File: src/rtl/proc_control_unit.sv
// Multi-cycle control unit: latches one instruction, executes it on a six-entry register file,
// then pulses done (PC += 1) or branch (PC load). Optional SUB opcode is enabled by CTRL_SUB_EN.
module proc_control_unit #(
  parameter int unsigned DATA_W = 8
) (
  input  logic              clk,
  input  logic              rst_n,
  input  logic              run,
  input  logic [9:0]        instruction,
  input  logic [DATA_W-1:0] din,
  input  logic              din_valid,
  input  logic [2:0]        rd_sel,
  output logic [DATA_W-1:0] rd_data,
  output logic              done,
  output logic              branch,
  output logic [5:0]        branchaddress,
  output logic              busy
);

  localparam int unsigned OP_SIZE  = 4;
  localparam int unsigned ARG_SIZE = 3;
  localparam int unsigned ARG_NUM  = 2;
  localparam int unsigned INSTR_W  = OP_SIZE + ARG_SIZE * ARG_NUM;
  localparam int unsigned NREGS    = 6;

  localparam logic [OP_SIZE-1:0] OP_LOAD = 4'b0000;
  localparam logic [OP_SIZE-1:0] OP_MOVE = 4'b0001;
  localparam logic [OP_SIZE-1:0] OP_ADD  = 4'b0010;
  localparam logic [OP_SIZE-1:0] OP_XOR  = 4'b0011;
  localparam logic [OP_SIZE-1:0] OP_BR   = 4'b1000;
`ifdef CTRL_SUB_EN
  localparam logic [OP_SIZE-1:0] OP_SUB  = 4'b0100;
`endif

  typedef enum logic [2:0] {
    S_FETCH  = 3'd0,
    S_DECODE = 3'd1,
    S_LDWAIT = 3'd2,
    S_EX1    = 3'd3,
    S_EX2    = 3'd4,
    S_WB     = 3'd5
  } state_e;

  state_e                    state_q, state_d;
  logic [INSTR_W-1:0]        ir_q, ir_d;
  logic [DATA_W-1:0]         a_q, a_d;
  logic [DATA_W-1:0]         g_q, g_d;
  logic [DATA_W-1:0]         regs_q [NREGS];
  logic [DATA_W-1:0]         regs_d [NREGS];
  logic                      done_q, done_d;
  logic                      branch_q, branch_d;
  logic                      busy_q, busy_d;
  logic [2*ARG_SIZE-1:0]     br_addr_q, br_addr_d;

  logic [OP_SIZE-1:0]        op;
  logic [ARG_SIZE-1:0]       rx, ry;
  logic [DATA_W-1:0]         rf_view [8];
  logic [DATA_W-1:0]         rx_val, ry_val;
  logic                      is_alu;
  logic                      wr_en;
  logic [DATA_W-1:0]         wr_data;

  assign op = ir_q[INSTR_W-1 -: OP_SIZE];
  assign rx = ir_q[2*ARG_SIZE-1 -: ARG_SIZE];
  assign ry = ir_q[ARG_SIZE-1:0];

  // Address 0 (NA) and 7 (PC) always read as zero
  always_comb begin
    rf_view = '{'0, regs_q[0], regs_q[1], regs_q[2], regs_q[3], regs_q[4], regs_q[5], '0};
  end

  assign rx_val  = rf_view[rx];
  assign ry_val  = rf_view[ry];
  assign rd_data = rf_view[rd_sel];

`ifdef CTRL_SUB_EN
  assign is_alu = (op == OP_ADD) || (op == OP_XOR) || (op == OP_SUB);
`else
  assign is_alu = (op == OP_ADD) || (op == OP_XOR);
`endif

  always_ff @(posedge clk or negedge rst_n) begin
    if (!rst_n) state_q <= S_FETCH;
    else        state_q <= state_d;
  end

  always_comb begin
    state_d = state_q;
    case (state_q)
      S_FETCH:  if (run) state_d = S_DECODE;
      S_DECODE: begin
        if (op == OP_LOAD) state_d = S_LDWAIT;
        else if (is_alu)   state_d = S_EX1;
        else               state_d = S_FETCH;
      end
      S_LDWAIT: if (din_valid) state_d = S_FETCH;
      S_EX1:    state_d = S_EX2;
`ifdef CTRL_SUB_EN
      S_EX2:    state_d = (op == OP_SUB) ? S_WB : S_FETCH;
`else
      S_EX2:    state_d = S_FETCH;
`endif
      S_WB:     state_d = S_FETCH;
      default:  state_d = S_FETCH;
    endcase
  end

  // Datapath updates and next values of the registered pulses
  always_comb begin
    ir_d      = ir_q;
    a_d       = a_q;
    g_d       = g_q;
    done_d    = 1'b0;
    branch_d  = 1'b0;
    br_addr_d = '0;
    wr_en     = 1'b0;
    wr_data   = '0;
    case (state_q)
      S_FETCH: if (run) ir_d = instruction;
      S_DECODE: begin
        if (op == OP_LOAD) begin
          done_d = 1'b0;
        end else if (op == OP_MOVE) begin
          wr_en   = 1'b1;
          wr_data = ry_val;
          done_d  = 1'b1;
        end else if (is_alu) begin
          a_d = rx_val;
        end else if (op == OP_BR) begin
          branch_d  = 1'b1;
          br_addr_d = {rx, ry};
        end else begin
          done_d = 1'b1;
        end
      end
      S_LDWAIT: begin
        if (din_valid) begin
          wr_en   = 1'b1;
          wr_data = din;
          done_d  = 1'b1;
        end
      end
      S_EX1: begin
        if (op == OP_ADD)      g_d = a_q + ry_val;
        else if (op == OP_XOR) g_d = a_q ^ ry_val;
`ifdef CTRL_SUB_EN
        else if (op == OP_SUB) g_d = a_q - ry_val;
`endif
      end
      S_EX2: begin
`ifdef CTRL_SUB_EN
        if (op != OP_SUB) begin
          wr_en   = 1'b1;
          wr_data = g_q;
          done_d  = 1'b1;
        end
`else
        wr_en   = 1'b1;
        wr_data = g_q;
        done_d  = 1'b1;
`endif
      end
      S_WB: begin
        wr_en   = 1'b1;
        wr_data = g_q;
        done_d  = 1'b1;
      end
      default: ;
    endcase

    busy_d = (state_d != S_FETCH);

    regs_d = regs_q;
    if (wr_en && (rx != 3'd0) && (rx != 3'd7)) regs_d[rx - 3'd1] = wr_data;
  end

  always_ff @(posedge clk or negedge rst_n) begin
    if (!rst_n) begin
      ir_q      <= '0;
      a_q       <= '0;
      g_q       <= '0;
      regs_q    <= '{default: '0};
      done_q    <= 1'b0;
      branch_q  <= 1'b0;
      busy_q    <= 1'b0;
      br_addr_q <= '0;
    end else begin
      ir_q      <= ir_d;
      a_q       <= a_d;
      g_q       <= g_d;
      regs_q    <= regs_d;
      done_q    <= done_d;
      branch_q  <= branch_d;
      busy_q    <= busy_d;
      br_addr_q <= br_addr_d;
    end
  end

  assign done          = done_q;
  assign branch        = branch_q;
  assign busy          = busy_q;
  assign branchaddress = br_addr_q;

endmodule

File: config.mk
export PLATFORM = sky130hd
export DESIGN_NAME = proc_control_unit
export DESIGN_NICKNAME = d
export VERILOG_FILES = /design/src/rtl/proc_control_unit.sv
export SDC_FILE = /design/constraint.sdc
export NUM_CORES = 1
export LEC_CHECK = 0
export CORE_MARGIN = 3
export CORE_UTILIZATION = 30
export DETAILED_ROUTE_END_ITERATION = 8
export GPL_ROUTABILITY_DRIVEN = 0
export SKIP_CTS_REPAIR_TIMING = 1
export SLEW_MARGIN = 10
export SYNTH_ARGS = -nofsm -noshare
export SYNTH_HDL_FRONTEND = slang
export SYNTH_SLANG_ARGS = --single-unit
File: constraint.sdc
create_clock -name clk -period 3.8 [get_ports clk]
set_clock_uncertainty 0.05 [all_clocks]
set_input_delay 0.95 -clock clk [delete_from_list [all_inputs] [get_ports clk]]
set_output_delay 0.95 -clock clk [all_outputs]
set_load 0.01 [all_outputs]
==> impl_metrics.toml <==
[grt]
grt_pass1_wl_microns = 21200
grt.overflow.total = 0
grt_max_degree = 87
antenna_found_initial = 0
grt_pass1_vias = 3920
grt_use_total_pct = 14.6

[worst_setup_path]
crit_path_max_fanout = 16
worstPathRequired_ns = 2.80
slowest_delay_ns = 0.55
crit_chain = "clkdlybuf4s50_1 -> buf_12 -> nor2b_1 -> buf_4 -> a221oi_2 -> a21oi_1 -> clkdlybuf4s50_1"
cp-startpoint = "rd_sel[1]"
crit_type = "in -> out"
end_kind = "output pin"
cp-start-kind = "primary input"
r2r-start = "ir_q[1]"
crit_family = "buffers and inverters"
worst_path_most_repeated_cell = "clkdlybuf4s50_1"
slowest_stage = "clkdlybuf4s50_1"
cp_num_buf_inv = 4
cp.arrival_ns = 2.76

[route]
viasPerCell = 5.23
drt-total-wl_microns = 12800
firstDrtPassIters = 4
post_drt_wl_per_cell_microns = 17.9
num_vias = 3730
drcViolationCount = 0
antenna_left = 0
drtIter0Drc = 241

[yosys]
synth_area_sq_um = 5010
synth_edf_count = 0
synth.yosys.warnings = 0
synth_top_area_share_pct = 42.9
synthCells = 451
ys_ff_latch = 86
ys_seq_area_share_pct = 42.9
synth_flop_cell = "dfrtp_1"
synth_nets = 487
async_reset_ff_share_pct = 100
synth.distinct_cells = 45
yosysTopAreaCell = "dfrtp_1"
yosys-top-cells-area = "dfrtp_1, mux2_2, mux2i_1, a221oi_1, a21oi_1"
synth.avg_cell_area_sq_um = 11.1

[cts]
ctsHtreeMaxLevel = 3
clk_latency_ns = 0.34
clockRootBuffer = "clkbuf_16"
cts.reportedPaths.clkPinSlew_ns = 0.06
cts_max_path_buffers = 2
cts_sinks = 86
cts_tree = "done"
cts_buffers = 9

[finish]
final_cells = 713
area_growth_syn_to_layout_pct = 21.7
antenna_cells = 0
drive_gt1_share_pct = 25.4
nets = 528
postLayoutCoreUtil_pct = 37.9

[sta]
drv_slew = 0
slew_headroom_pct = 28.7
grt_setup_unrepaired = "yes"
hold_violations = 0
tightest_slew_ns = 1.07
finalCritPeriodShare_pct = 98.8
final-setup-viol-count = 0
tns_ns = 0
period_minus_slack_ns = 3.76
max_freq_mhz = 266

[floorplan]
initial_core_util_pct = 31.1
core_sq_um = 16100
die_w_microns = 135
die_area_sq_um = 18300
pin_count = 42
row_count = 46
dieHeight_microns = 135

[hold_path]
hold_class = "reg -> reg"
min-delay-start = "g_q[1]"

[power_and_ir_drop]
total_power_w = 0.00358
p_per_area_nw_per_um2 = 586
leakagePower_nw = 2.86
vdd_ir_drop_max_mv = 0.219

[status]
run_status = "complete, no violations"

[placement]
dp_hpwl_microns = 9510
placed_cells = 697
io_buffers = 41

[job]
maxCapViolations = 0
-- power breakdown --
part	switching, W	internal (W)
Combinational	0.000745	0.000547
Sequential	0.000213	0.00105
Clock	0.000357	0.000662
Total	0.00131	0.00226
-- logic make-up (layout without fill, tap and decap cells) --
logic type	count (synthesis)	count (layout)	synth area share [%]
and+or+nand+nor	87	87	9.96
xor gates and xnor gates	9	9	1.57
DFF	86	86	42.9
buffers and inverters	38	84	3.07
muxes	106	106	23.8
adders and majority gates	11	11	2.90
AOI/OAI and AO/OA	114	114	15.8
-- synth_stat cells (all sizes together), types with 3 or more instances --
master	n
a211oi	9
a21o	10
a21oi	40
a221o	7
a221oi	24
and2	6
and3	7
buf	7
clkbuf	20
dfrtp	86
ha	10
inv	11
mux2	81
mux2i	25
nand2	17
nand2b	3
nand3	4
nor2	28
nor2b	9
nor4	5
o211ai	3
o21ai	13
xnor2	6
xor2	3
-- through the flow --
stage,cell area (sq um),setup WS [ns],hold slack [ns]
6_report,6100,0.0440,0.436
3_5_place_dp,5720,-0.0643,0.424
5_1_grt,6100,-0.0446,0.463
3_3_place_gp,5720,0.0153,0.412
4_1_cts,6060,-0.0761,0.439
2_1_floorplan,5010,0.411,0.400
-- registers in the layout (all words and copies together), names as in the netlist --
signal         cells
ir_q              10
state_q            3
branch             1
branchaddress      6
g_q                8
busy               1
a_q                8
regs_q            48
done               1
-- layout by cell type, fill, tap and decap left out, types with 2 or more instances in the layout --
cell type        count
o21ai_0             13
nand3_1              4
a211oi_1             9
a221oi_1            21
clkdlybuf4s50_1     33
dlymetal6s2s_1       7
o221ai_1             2
nand2_1             17
dfrtp_1             86
buf_4               16
nor2_1              28
a221oi_2             3
and2_1               6
nand2b_1             3
mux2_2              73
clkbuf_16            9
and3_1               7
mux2i_1             25
a221o_1              7
bufinv_16            3
a21o_1              10
mux2_4               8
xor2_1               3
nor4_4               4
nor2b_1              9
a21oi_1             40
ha_1                10
xnor2_1              6
o211ai_1             2
inv_1               10
-- routing by layer --
| metal | up-vias | routed length, microns | track usage, % |
|---|---|---|---|
| met3 | 13 | 475 | 3.31 |
| met5 | - | 0 | 0 |
| met4 | 0 | 176 | 4.65 |
| met1 | 1877 | 5950 | 19.6 |
| met2 | 67 | 6180 | 23.5 |
| li1 | 1773 | - | - |
-- path summary, 6_finish.rpt --
kind                            slack, ns  cells past startpoint         end
max in group asynchronous            2.26                      1  regs_q[35]
worst max register to register       0.74                     12      g_q[6]
worst min-delay path                 0.44                      1      g_q[1]
worst min register to register       0.44                      1      g_q[1]
worst max-delay path                 0.04                      7  rd_data[2]
min in group asynchronous            0.76                      1     ir_q[9]
-- area by class of cell --
class | count | area (sq um)
Clock buffer | 11 | 243
Fill cell | 1567 | 10000
Inverter | 11 | 41.3
Timing Repair Buffer | 57 | 558
Multi-Input combinational cell | 327 | 2730
Sequential cell | 86 | 2150
Tap cell | 216 | 270
Clock inverter | 5 | 106
(Power assumes the default switching activity.)
